### config.mk
export PLATFORM = sky130hd
export DESIGN_NAME = alu_seq
export DESIGN_NICKNAME = d
export VERILOG_FILES = /design/src/rtl/alu_pkg.sv /design/src/rtl/alu_mul_iter.sv /design/src/rtl/alu_seq.sv
export SDC_FILE = /design/constraint.sdc
export NUM_CORES = 1
export LEC_CHECK = 0
export CORE_MARGIN = 3
export CORE_UTILIZATION = 65
export CTS_CLUSTER_DIAMETER = 60
export DETAILED_ROUTE_END_ITERATION = 7
export PLACE_DENSITY = 0.91
export SLEW_MARGIN = 20
export SYNTH_ARGS = -nofsm -noshare
export SYNTH_HDL_FRONTEND = slang
export SYNTH_HIERARCHICAL = 1
export SYNTH_SLANG_ARGS = --single-unit
### constraint.sdc
create_clock -name clk -period 5.95 [get_ports clk]
set_clock_uncertainty 0.1 [all_clocks]
set_input_delay 0.8925 -clock clk [delete_from_list [all_inputs] [get_ports clk]]
set_output_delay 0.8925 -clock clk [all_outputs]
set_load 0.01 [all_outputs]
### src/rtl/alu_pkg.sv
// Shared definitions for the sequential ALU: opcodes, FSM encodings and flag-bit positions.
package alu_pkg;

  localparam logic [2:0] OP_ADD  = 3'b000;
  localparam logic [2:0] OP_SUB  = 3'b001;
  localparam logic [2:0] OP_AND  = 3'b010;
  localparam logic [2:0] OP_NOTB = 3'b011;
  localparam logic [2:0] OP_LSL  = 3'b100;
  localparam logic [2:0] OP_ASR  = 3'b101;
  localparam logic [2:0] OP_MUL  = 3'b110;
  localparam logic [2:0] OP_MOV  = 3'b111;

  localparam logic [1:0] ST_IDLE = 2'd0;
  localparam logic [1:0] ST_MUL  = 2'd1;
  localparam logic [1:0] ST_HOLD = 2'd2;

  localparam int unsigned NUM_FLAGS = 3;
  localparam int unsigned FLAG_N    = 0;
  localparam int unsigned FLAG_V    = 1;
  localparam int unsigned FLAG_Z    = 2;

endpackage

### src/rtl/alu_mul_iter.sv
// Iterative shift-add multiplier: one partial product per cycle, WIDTH cycles after start.
module alu_mul_iter #(
  parameter int unsigned WIDTH = 16
) (
  input  logic             clk_i,
  input  logic             rst_ni,
  input  logic             start_i,
  input  logic [WIDTH-1:0] a_i,
  input  logic [WIDTH-1:0] b_i,
  output logic             done_o,
  output logic [WIDTH-1:0] product_o
);

  localparam int unsigned CntW = $clog2(WIDTH);

  logic [WIDTH-1:0] a_q, a_d;
  logic [WIDTH-1:0] b_q, b_d;
  logic [WIDTH-1:0] acc_q, acc_d;
  logic [CntW-1:0]  cnt_q, cnt_d;
  logic             run_q, run_d;
  logic [WIDTH-1:0] step_acc;

  assign step_acc = acc_q + (b_q[0] ? a_q : '0);

  always_comb begin
    a_d   = a_q;
    b_d   = b_q;
    acc_d = acc_q;
    cnt_d = cnt_q;
    run_d = run_q;
    if (start_i) begin
      a_d   = a_i;
      b_d   = b_i;
      acc_d = '0;
      cnt_d = '0;
      run_d = 1'b1;
    end else if (run_q) begin
      acc_d = step_acc;
      a_d   = a_q << 1;
      b_d   = b_q >> 1;
      cnt_d = cnt_q + 1'b1;
      if (cnt_q == CntW'(WIDTH - 1)) begin
        run_d = 1'b0;
      end
    end
  end

  always_ff @(posedge clk_i or negedge rst_ni) begin
    if (!rst_ni) begin
      a_q   <= '0;
      b_q   <= '0;
      acc_q <= '0;
      cnt_q <= '0;
      run_q <= 1'b0;
    end else begin
      a_q   <= a_d;
      b_q   <= b_d;
      acc_q <= acc_d;
      cnt_q <= cnt_d;
      run_q <= run_d;
    end
  end

  // The product is presented combinationally during the final step so the parent can register it.
  assign done_o    = run_q && (cnt_q == CntW'(WIDTH - 1));
  assign product_o = step_acc;

endmodule

### src/rtl/alu_seq.sv
// Multi-cycle ALU with registered result/flags and valid/ready handshake on both sides.
module alu_seq
  import alu_pkg::*;
#(
  parameter int unsigned WIDTH  = 16,
  parameter int unsigned MUL_EN = 1
) (
  input  logic             clk,
  input  logic             reset_n,
  input  logic             in_valid,
  output logic             in_ready,
  input  logic [2:0]       op,
  input  logic [WIDTH-1:0] ain,
  input  logic [WIDTH-1:0] bin,
  output logic             out_valid,
  input  logic             out_ready,
  output logic [WIDTH-1:0] result,
  output logic             z,
  output logic             v,
  output logic             n,
  output logic             busy
);

  localparam int unsigned ShW = $clog2(WIDTH);

  logic [1:0]           state_q, state_d;
  logic [WIDTH-1:0]     res_q, res_d;
  logic [NUM_FLAGS-1:0] flags_q, flags_d;
  logic                 out_valid_q, out_valid_d;

  logic                 accept;
  logic                 is_mul;
  logic [ShW-1:0]       shamt;
  logic [WIDTH-1:0]     alu_res;
  logic                 alu_v;
  logic                 mul_done;
  logic [WIDTH-1:0]     mul_prod;
  logic [WIDTH-1:0]     load_res;
  logic [NUM_FLAGS-1:0] load_flags;

  assign shamt  = bin[ShW-1:0];
  assign is_mul = (MUL_EN != 0) && (op == OP_MUL);

  // Ready only when idle, or when the held result is being consumed this very cycle.
  assign in_ready = reset_n &&
                    ((state_q == ST_IDLE) || ((state_q == ST_HOLD) && out_ready));
  assign accept   = in_valid && in_ready;

  generate
    if (MUL_EN != 0) begin : g_mul
      alu_mul_iter #(
        .WIDTH (WIDTH)
      ) u_mul (
        .clk_i     (clk),
        .rst_ni    (reset_n),
        .start_i   (accept && is_mul),
        .a_i       (ain),
        .b_i       (bin),
        .done_o    (mul_done),
        .product_o (mul_prod)
      );
    end else begin : g_no_mul
      assign mul_done = 1'b0;
      assign mul_prod = '0;
    end
  endgenerate

  // Single-cycle datapath plus flag generation for whichever result is about to be loaded.
  always_comb begin
    alu_res = ain;
    alu_v   = 1'b0;
    case (op)
      OP_ADD: begin
        alu_res = ain + bin;
        alu_v   = (ain[WIDTH-1] == bin[WIDTH-1]) && (alu_res[WIDTH-1] != ain[WIDTH-1]);
      end
      OP_SUB: begin
        alu_res = ain - bin;
        alu_v   = (ain[WIDTH-1] != bin[WIDTH-1]) && (alu_res[WIDTH-1] != ain[WIDTH-1]);
      end
      OP_AND:  alu_res = ain & bin;
      OP_NOTB: alu_res = ~bin;
      OP_LSL:  alu_res = ain << shamt;
      OP_ASR:  alu_res = $signed(ain) >>> shamt;
      default: alu_res = ain;
    endcase

    load_res           = mul_done ? mul_prod : alu_res;
    load_flags         = '0;
    load_flags[FLAG_Z] = (load_res == '0);
    load_flags[FLAG_V] = mul_done ? 1'b0 : alu_v;
    load_flags[FLAG_N] = load_res[WIDTH-1];
  end

  always_comb begin
    state_d     = state_q;
    res_d       = res_q;
    flags_d     = flags_q;
    out_valid_d = out_valid_q;
    case (state_q)
      ST_IDLE, ST_HOLD: begin
        if (accept) begin
          if (is_mul) begin
            state_d     = ST_MUL;
            out_valid_d = 1'b0;
          end else begin
            state_d     = ST_HOLD;
            res_d       = load_res;
            flags_d     = load_flags;
            out_valid_d = 1'b1;
          end
        end else if (state_q == ST_HOLD && out_ready) begin
          state_d     = ST_IDLE;
          out_valid_d = 1'b0;
        end
      end
      ST_MUL: begin
        if (mul_done) begin
          state_d     = ST_HOLD;
          res_d       = load_res;
          flags_d     = load_flags;
          out_valid_d = 1'b1;
        end
      end
      default: begin
        state_d     = ST_IDLE;
        out_valid_d = 1'b0;
      end
    endcase
  end

  always_ff @(posedge clk or negedge reset_n) begin
    if (!reset_n) begin
      state_q     <= ST_IDLE;
      res_q       <= '0;
      flags_q     <= '0;
      out_valid_q <= 1'b0;
    end else begin
      state_q     <= state_d;
      res_q       <= res_d;
      flags_q     <= flags_d;
      out_valid_q <= out_valid_d;
    end
  end

  assign result    = res_q;
  assign z         = flags_q[FLAG_Z];
  assign v         = flags_q[FLAG_V];
  assign n         = flags_q[FLAG_N];
  assign out_valid = out_valid_q;
  assign busy      = (state_q == ST_MUL);

endmodule

==> results of run 1 <==
## layout make-up
type                       instances  area share
multi-input combinational        785      0.6362
sequential                        73      0.2054
timing repair buffer              75     0.07928
clock buffer                      10     0.02572
tap                              168     0.02362
inverter                          40     0.01687
clock inverter                     6     0.01293
## cell families after synthesis
| kind of cell | synth area share |
|---|---|
| multiplexers | 0.1579 |
| adder cells (fa/ha/maj) | 0.08363 |
| XOR/XNOR | 0.02938 |
| buffers and inverters | 0.07011 |
| flip-flops | 0.2270 |
| AO/OA/AOI/OAI | 0.2352 |
| AND/OR/NAND/NOR | 0.1968 |
## per-stage QoR
stage	cell area, µm²	hold slack [ps]	setup slack [ps]
5_1_grt	8901	380.8	1216
3_3_place_gp	8557	352.4	1462
4_1_cts	8901	368.9	1455
3_5_place_dp	8557	363.2	1435
6_report	8901	359.6	1186
2_1_floorplan	8049	355.1	2161
## synth_stat cells, types with 4 or more instances
cell type	count	area share
and2_1	22	0.017
nand3_1	16	0.0099
o21a_1	5	0.0047
nand2_1	95	0.044
dfrtp_1	73	0.23
a221oi_1	5	0.0054
a22oi_1	6	0.0056
a21oi_1	41	0.025
o32ai_1	4	0.0044
o22ai_1	19	0.015
nor2b_1	15	0.012
nor2_1	78	0.036
o22a_1	7	0.0076
o21ai_0	78	0.048
buf_4	4	0.0037
and4_1	4	0.0044
nor4_1	14	0.011
nor3_1	20	0.012
o211ai_1	14	0.013
ha_1	49	0.076
xnor2_1	17	0.018
nand4_1	6	0.0047
mux2i_1	73	0.091
clkbuf_1	31	0.014
o21bai_1	7	0.0065
mux2_2	15	0.021
a211oi_1	15	0.014
mux2_1	5	0.0070
a21oi_2	4	0.0044
a211o_1	4	0.0044
nand2b_1	12	0.0093
o31ai_1	5	0.0047
a21o_1	8	0.0075
a31oi_1	5	0.0039
inv_1	38	0.018
buf_6	4	0.0056
o221ai_1	7	0.0076
o21ai_1	5	0.0031
buf_2	19	0.012
or3_1	9	0.0070
nand3b_1	5	0.0047
mux4_2	11	0.031
xor2_1	10	0.011
o2111ai_1	4	0.0044
## worst paths after layout
kind | start | to | cells past startpoint
min in group clk | result[12] | result[12] | 2
hold / removal | reset_n | g_mul.u_mul/b_q[3] | 1
setup / recovery | g_mul.u_mul/cnt_q[0] | flags_q[2] | 12
max in group asynchronous | reset_n | g_mul.u_mul/a_q[6] | 2
hold reg to reg | result[12] | result[12] | 2
setup reg to reg | g_mul.u_mul/cnt_q[0] | flags_q[2] | 12
## state kept, by name, summed over array words and instances, names as in the netlist
signal and count:
g_mul.u_mul/a_q 16, g_mul.u_mul/acc_q 16, g_mul.u_mul/b_q 16, result 15
g_mul.u_mul/cnt_q 4, flags_q 3, state_q 2, g_mul.u_mul/run_q 1
## where the power goes
part           switching, mW  leakage (nW)  internal (mW)
registers              0.152         0.923          0.695
logic                  0.920          2.67          0.636
clock network          0.228         0.163          0.412
total                   1.30          3.76           1.74
## per-layer routing
metal / track usage / vias to the layer above / routed length (µm)
met5: 0 / - / 0
met1: 0.4932 / 3697 / 10230
met2: 0.5822 / 556 / 11430
met3: 0.1090 / 145 / 2987
li1: - / 3626 / -
met4: 0.2187 / 0 / 1692
## worst max-delay path, cell delays in order, from the launching register on
cell and delay (ps):
dfrtp_1 390, ha_1 180, nand3_1 100, nor2_1 680, inv_1 630, nand3_1 740, o22ai_1 310, or4_1 460
mux2_2 270, o21a_1 140, and4_1 180, and4_1 190, a32o_1 250
==> out/results.tsv, run 1 <==
metric	value	unit
outcome	finished, final reports clean	
antenna_found_initial	0	
cts_buffer_depth	2	
final_cell_mix	nand2_1, nor2_1, o21ai_0	
pwr_density_cell	341.9	nW/µm²
criticalPathCategory	flip-flop to flip-flop	
syn-mean-instance-area	8.332	µm²
syn-num-nets	1057	
core_area	12060	µm²
dpl.hpwl	19.12	mm
async_flop_share	1.000	
grt_use_total	0.3851	
arrival	4900	ps
die_h	117.3	µm
reg2reg_slack	1190	ps
critPathCaptureType	flip-flop	
drv_slew	0	
dp.cells	1141	
synth_cells	966	
fin_nets	1075	
drtPass1Iterations	6	
cts_root_buf	clkbuf_16	
drive_above_1_share	0.08696	
grt_pass1_wl	40.69	mm
post_drt_wl_per_cell	22.76	µm
timing.slew.headroom	0.3309	
yosys_warnings	6	
area_growth	10.59	%
grt_pass1_vias	7686	
multi_input_area	5663	µm²
die_w	117.3	µm
min_period_over_period	0.8007	
rsz0062_at_grt	no	
rows	40	
route.detailed.drc	0	
p_leak	3.758	nW
hp-class	primary input to asynchronous set/reset pin	
cts_tree	built	
grt-ovfl-total	0	
vias	8024	
hold_buffers	0	
clkLatencyLatePin	350	ps
setup_violations	0	
worstSetupStartpointType	flip-flop	
die-area	13750	µm²
wl	26.33	mm
synth_seq_cells	73	
n_fill_cell	899	
syn_area	8049	µm²
ys.flop_type	dfrtp_1	
fin_crit	4764	ps
yosysSeqAreaShare	0.2270	
ant_nets	0	
worst_slew_pin_slew	989.7	ps
fin_cells	1157	
cts_setup_buffers	0	
cts-resized-gates	0	
cts_made_buffers	9	
maxCapViolations	0	
layout_commonest_cell	nand2_1	
finalHoldViolations	0	
path_clk_slew	70	ps
initial_utilization	0.6673	
ir_drop	0.1796	mV
yosys.cell_types.count	88	
dr.first_iter.drc_count	1262	
synth-edff-count	0	
max_freq	209.9	MHz
numPortBuffers	60	
final_core_util	0.7380	
regArea	1828	µm²
fin_tns_setup	0	ps
htreeDepth	3	
grt_max_degree	65	
required	6080	ps
diodes	0	
finalPower	3.043	mW
cts_sinks	73	
worstPathMaxFanout	24	
ioPinCount	61	
via_per_inst	6.935	
place_congestion	1.077	
(Power assumes the default switching activity.)
==> inputs of run 2 (changes only) <==
--- a/config.mk
+++ b/config.mk
@@ -6,10 +6,10 @@
 export NUM_CORES = 1
 export LEC_CHECK = 0
 export CORE_MARGIN = 3
-export CORE_UTILIZATION = 65
+export CORE_UTILIZATION = 61
 export CTS_CLUSTER_DIAMETER = 60
 export DETAILED_ROUTE_END_ITERATION = 7
-export PLACE_DENSITY = 0.91
+export PLACE_DENSITY = 0.87
 export SLEW_MARGIN = 20
 export SYNTH_ARGS = -nofsm -noshare
 export SYNTH_HDL_FRONTEND = slang
==> constraint.sdc (replaced) <==
create_clock -name clk -period 4.7 [get_ports clk]
set_clock_uncertainty 0.1 [all_clocks]
set_input_delay 0.705 -clock clk [delete_from_list [all_inputs] [get_ports clk]]
set_output_delay 0.705 -clock clk [all_outputs]
set_load 0.01 [all_outputs]
==> out/results.tsv, run 2 (synthesized netlist as in run 1, its figures left out) <==
metric	value	unit
cts_root_buf	clkbuf_16	
cts_tree	built	
cts_sinks	73	
multi_input_area	5663	µm²
wl	27.86	mm
grt-ovfl-total	0	
ioPinCount	61	
core_area	12770	µm²
fin_cells	1180	
crit_buf_inv	1	
htreeDepth	3	
path_clk_slew	60	ps
power_frac_seq	0.276	
area_growth	12.37	%
pwr_density_cell	425.9	nW/µm²
ant_nets	0	
clkLatencyLatePin	340	ps
die_h	120.9	µm
regArea	1828	µm²
internal-power	2.170	mW
timing.slew.headroom	0.3999	
required	4830	ps
final_cell_mix	nand2_1, nor2_1, o21ai_0	
worstSetupStartpointType	flip-flop	
die_w	120.9	µm
cts_made_buffers	9	
p_sw_frac	0.4368	
place_congestion	1.089	
rows	41	
hp-class	flip-flop to flip-flop	
n_fill_cell	1011	
grt_use_total	0.3793	
dp.cells	1164	
ir_drop	0.2265	mV
initial_utilization	0.6301	
layout_commonest_cell	nand2_1	
grt_max_degree	94	
path_delay_family	compound AO/OA/AOI/OAI gates	
p_leak	3.842	nW
die-area	14610	µm²
antenna_found_initial	0	
diodes	0	
hold_buffers	0	
finalHoldViolations	0	
min_period_over_period	0.9269	
outcome	finished, final reports clean	
grt_pass1_vias	7779	
maxCapViolations	0	
fin_crit	4356	ps
fin_nets	1094	
cts_buffer_depth	2	
drive_above_1_share	0.1052	
worst_slew_pin_slew	900.2	ps
p_sw	1.682	mW
arrival	4490	ps
critical-path-slowest-cell	dfrtp_1	
route.detailed.drc	0	
numPortBuffers	60	
final_core_util	0.7081	
rsz0062_at_grt	no	
setup_violations	0	
grt_pass1_wl	43.42	mm
via_per_inst	6.865	
critPathCaptureType	flip-flop	
cts_setup_buffers	0	
path_cells	and2_1 -> ha_1 -> fa_1 -> a21oi_1 -> o21ai_1 -> a21oi_1 -> buf_4 -> o21ai_0 -> xor2_1 -> o22ai_1 -> or4_1 -> mux2_2 -> o21a_1 -> and4_1 -> and4_1 -> a32o_1	
cpPeakStageDelay	550	ps
max_freq	229.6	MHz
drv_slew	0	
worstPathMaxFanout	17	
post_drt_wl_per_cell	23.61	µm
dpl.hpwl	20.76	mm
criticalPathCategory	flip-flop to flip-flop	
reg.largest.list	g_mul.u_mul/a_q (16), g_mul.u_mul/acc_q (16), g_mul.u_mul/b_q (16)	
dr.first_iter.drc_count	1076	
p_comb_frac	0.529	
cts-resized-gates	0	
pwr-share-clk	0.195	
drtPass1Iterations	5	
fin_tns_setup	0	ps
vias	8101	
## run 2: cell count changes in the layout (fill, tap and decap cells not counted), sizes merged
cell	delta
bufinv	-1
clkinv	+2
clkbuf	-1
buf	+19
## run 2: worst paths after layout
| check | start | endpoint | slack (ps) | depth (start not counted) |
|---|---|---|---|---|
| setup / recovery | g_mul.u_mul/b_q[0] | flags_q[2] | 340 | 16 |
| hold / removal | result[7] | result[7] | 380 | 2 |
| setup reg to reg | g_mul.u_mul/b_q[0] | flags_q[2] | 340 | 16 |
| hold reg to reg | result[7] | result[7] | 380 | 2 |
| max in group asynchronous | reset_n | g_mul.u_mul/run_q | 3380 | 2 |
| min in group asynchronous | reset_n | g_mul.u_mul/cnt_q[0] | 520 | 2 |
## run 2: stage by stage
step           area (µm²)  power (mW)  worst slack (ps)  hold WS (ps)
2_1_floorplan        8049       2.426             910.6         309.4
3_3_place_gp         8717       2.934             520.0         366.0
3_5_place_dp         8717       3.005             437.1         372.0
4_1_cts              9045       3.798             393.9         384.7
5_1_grt              9045       4.051             233.6         406.8
6_report             9045       3.852             343.7         378.9
## run 2: final cells by class
cell class                      count  area share
Tap cell                          172     0.02379
Timing Repair Buffer               94     0.09517
Clock buffer                        9     0.02490
Inverter                           40     0.01660
Sequential cell                    73      0.2021
Clock inverter                      7     0.01134
Multi-Input combinational cell    785      0.6261
## run 2: layer usage
| metal | global-route usage | up-vias | wire length [µm] |
|---|---|---|---|
| met4 | 0.1487 | 0 | 1252 |
| met5 | 0 | - | 0 |
| met1 | 0.5186 | 3853 | 11360 |
| li1 | - | 3647 | - |
| met2 | 0.5853 | 510 | 12430 |
| met3 | 0.08438 | 91 | 2818 |
## run 2: worst register-to-register path: cells and delay by family (launching register included)
kind	cells	cell delay, ps
compound gates	7	1190
simple gates	4	1000
fa+ha+maj	2	640
flops	1	550
xor+xnor	1	320
mux	1	280
buf+inv	1	170
## run 2: power groups by stage
| stage | registers (mW) | logic (mW) | clock network (mW) |
|---|---|---|---|
| after floorplan | 1.03 | 1.40 | 0 |
| after global routing | 1.09 | 2.17 | 0.788 |
| final | 1.06 | 2.04 | 0.752 |
| after global placement | 1.05 | 1.88 | 0 |
| after CTS | 1.06 | 1.98 | 0.759 |
| after detailed placement | 1.06 | 1.94 | 0 |
==> inputs of run 3 (changes only) <==
--- a/config.mk
+++ b/config.mk
@@ -5,6 +5,7 @@
 export SDC_FILE = /design/constraint.sdc
 export NUM_CORES = 1
 export LEC_CHECK = 0
+export CAP_MARGIN = 40
 export CORE_MARGIN = 3
 export CORE_UTILIZATION = 61
 export CTS_CLUSTER_DIAMETER = 60
==> out/results.tsv, run 3 (synthesized netlist as in run 1, its figures left out) <==
metric	value	unit
outcome	finished, final reports clean	
initial_utilization	0.6301	
wl	27.74	mm
routed-wl-met3	3.046	mm
timing.slew.headroom	0.4486	
reg2reg_slack	390	ps
ant_nets	0	
fin_nets	1095	
fin_tns_setup	0	ps
cts_buffer_depth	2	
max_freq	232.1	MHz
layout_commonest_cell	nand2_1	
vias	8222	
reg2reg_depth	16	
drv_slew	0	
antenna_found_initial	0	
finalHoldViolations	0	
regArea	1828	µm²
area_growth	13.01	%
rsz0062_at_grt	no	
worstSetupStartpointType	flip-flop	
grt_max_degree	94	
cts_sinks	73	
dpl.hpwl	20.86	mm
path_clk_slew	60	ps
rows	41	
hold_slack	291.6	ps
wl_met1	10.94	mm
clkLatencyLatePin	340	ps
critPathCaptureType	flip-flop	
final_cell_mix	nand2_1, nor2_1, o21ai_0	
route.detailed.drc	0	
drtPass1Iterations	5	
core_area	12770	µm²
place_congestion	1.089	
r2r-start	g_mul.u_mul/b_q[0]	
grt_pass1_wl	43.30	mm
routed-wl-met2	12.54	mm
hold_buffers	0	
n_fill_cell	1002	
grt-ovfl-total	0	
worstPathMaxFanout	17	
dr.first_iter.drc_count	948	
cts-resized-gates	0	
p_leak	3.867	nW
required	4830	ps
worst_slew_pin_slew	824.1	ps
diodes	0	
via_per_inst	6.962	
die_w	120.9	µm
dp.cells	1165	
reg.largest.list	g_mul.u_mul/a_q (16), g_mul.u_mul/acc_q (16), g_mul.u_mul/b_q (16)	
drive_above_1_share	0.1060	
ioPinCount	61	
ir_drop	0.2042	mV
setup_violations	0	
grt_use_total	0.3801	
dr.max_layer_used	met4	
pwr_density_cell	428.5	nW/µm²
cts_tree	built	
htreeDepth	3	
fin_cells	1181	
min_period_over_period	0.9167	
maxCapViolations	0	
post_drt_wl_per_cell	23.49	µm
grt_pass1_vias	7728	
criticalPathCategory	flip-flop to flip-flop	
rr_endpoint	flags_q[2]	
numPortBuffers	60	
hp-class	primary input to asynchronous set/reset pin	
die_h	120.9	µm
fin_crit	4308	ps
die-area	14610	µm²
cts_root_buf	clkbuf_16	
arrival	4440	ps
multi_input_area	5663	µm²
cts_setup_buffers	0	
cts_made_buffers	9	
final_core_util	0.7121	
## run 3: cell count changes in the layout (fill, tap and decap cells not counted), sizes merged
| cell | before | now |
|---|---|---|
| buf | 36 | 37 |
| clkinv | 3 | 1 |
| inv | 41 | 42 |
| bufinv | 2 | 3 |
## run 3: metrics by stage
step	setup WS (ps)	instance area (µm²)	total power, mW
6_report	391.5	9096	3.897
5_1_grt	223.2	9096	4.129
4_1_cts	431.9	9096	3.855
3_5_place_dp	428.3	8745	3.015
3_3_place_gp	520.0	8717	2.934
2_1_floorplan	910.6	8049	2.426
## run 3: layer usage
layer	up-vias	GRT usage
met5	-	0
met1	3924	0.5104
met3	94	0.08951
met4	0	0.1558
li1	3661	-
met2	543	0.5901
## run 3: area by class of cell
cell class / instances / area share
Timing Repair Buffer: 95 / 0.09766
Inverter: 40 / 0.01651
Clock buffer: 9 / 0.02476
Multi-Input combinational cell: 785 / 0.6226
Clock inverter: 7 / 0.01389
Tap cell: 172 / 0.02366
Sequential cell: 73 / 0.2010
## run 3: worst max path at each step
stage,to,cells after the start,slack (ps),from
floorplan,flags_q[2],16,910,g_mul.u_mul/b_q[0]
global placement,flags_q[2],13,520,ain[0]
detailed placement,flags_q[2],13,430,ain[0]
CTS,flags_q[2],16,430,g_mul.u_mul/b_q[0]
global route,flags_q[2],16,220,g_mul.u_mul/b_q[0]
finish,flags_q[2],16,390,g_mul.u_mul/b_q[0]
## run 3: where the power goes
| part | internal [mW] | total (mW) | leakage, nW | switching [mW] |
|---|---|---|---|---|
| clock network | 0.525 | 0.807 | 0.168 | 0.283 |
| logic | 0.824 | 2.03 | 2.78 | 1.20 |
| registers | 0.879 | 1.06 | 0.923 | 0.182 |
## run 3: critical path, cell delays in order (launching register included)
cell and delay [ps]:
dfrtp_1 550, and2_1 230, ha_1 220, fa_1 410
a21oi_1 260, o21ai_1 90, a21oi_1 140, buf_4 150
o21ai_0 110, xor2_1 320, o22ai_1 160, or4_1 410
mux2_2 280, o21a_1 150, and4_1 190, and4_1 190
a32o_1 240
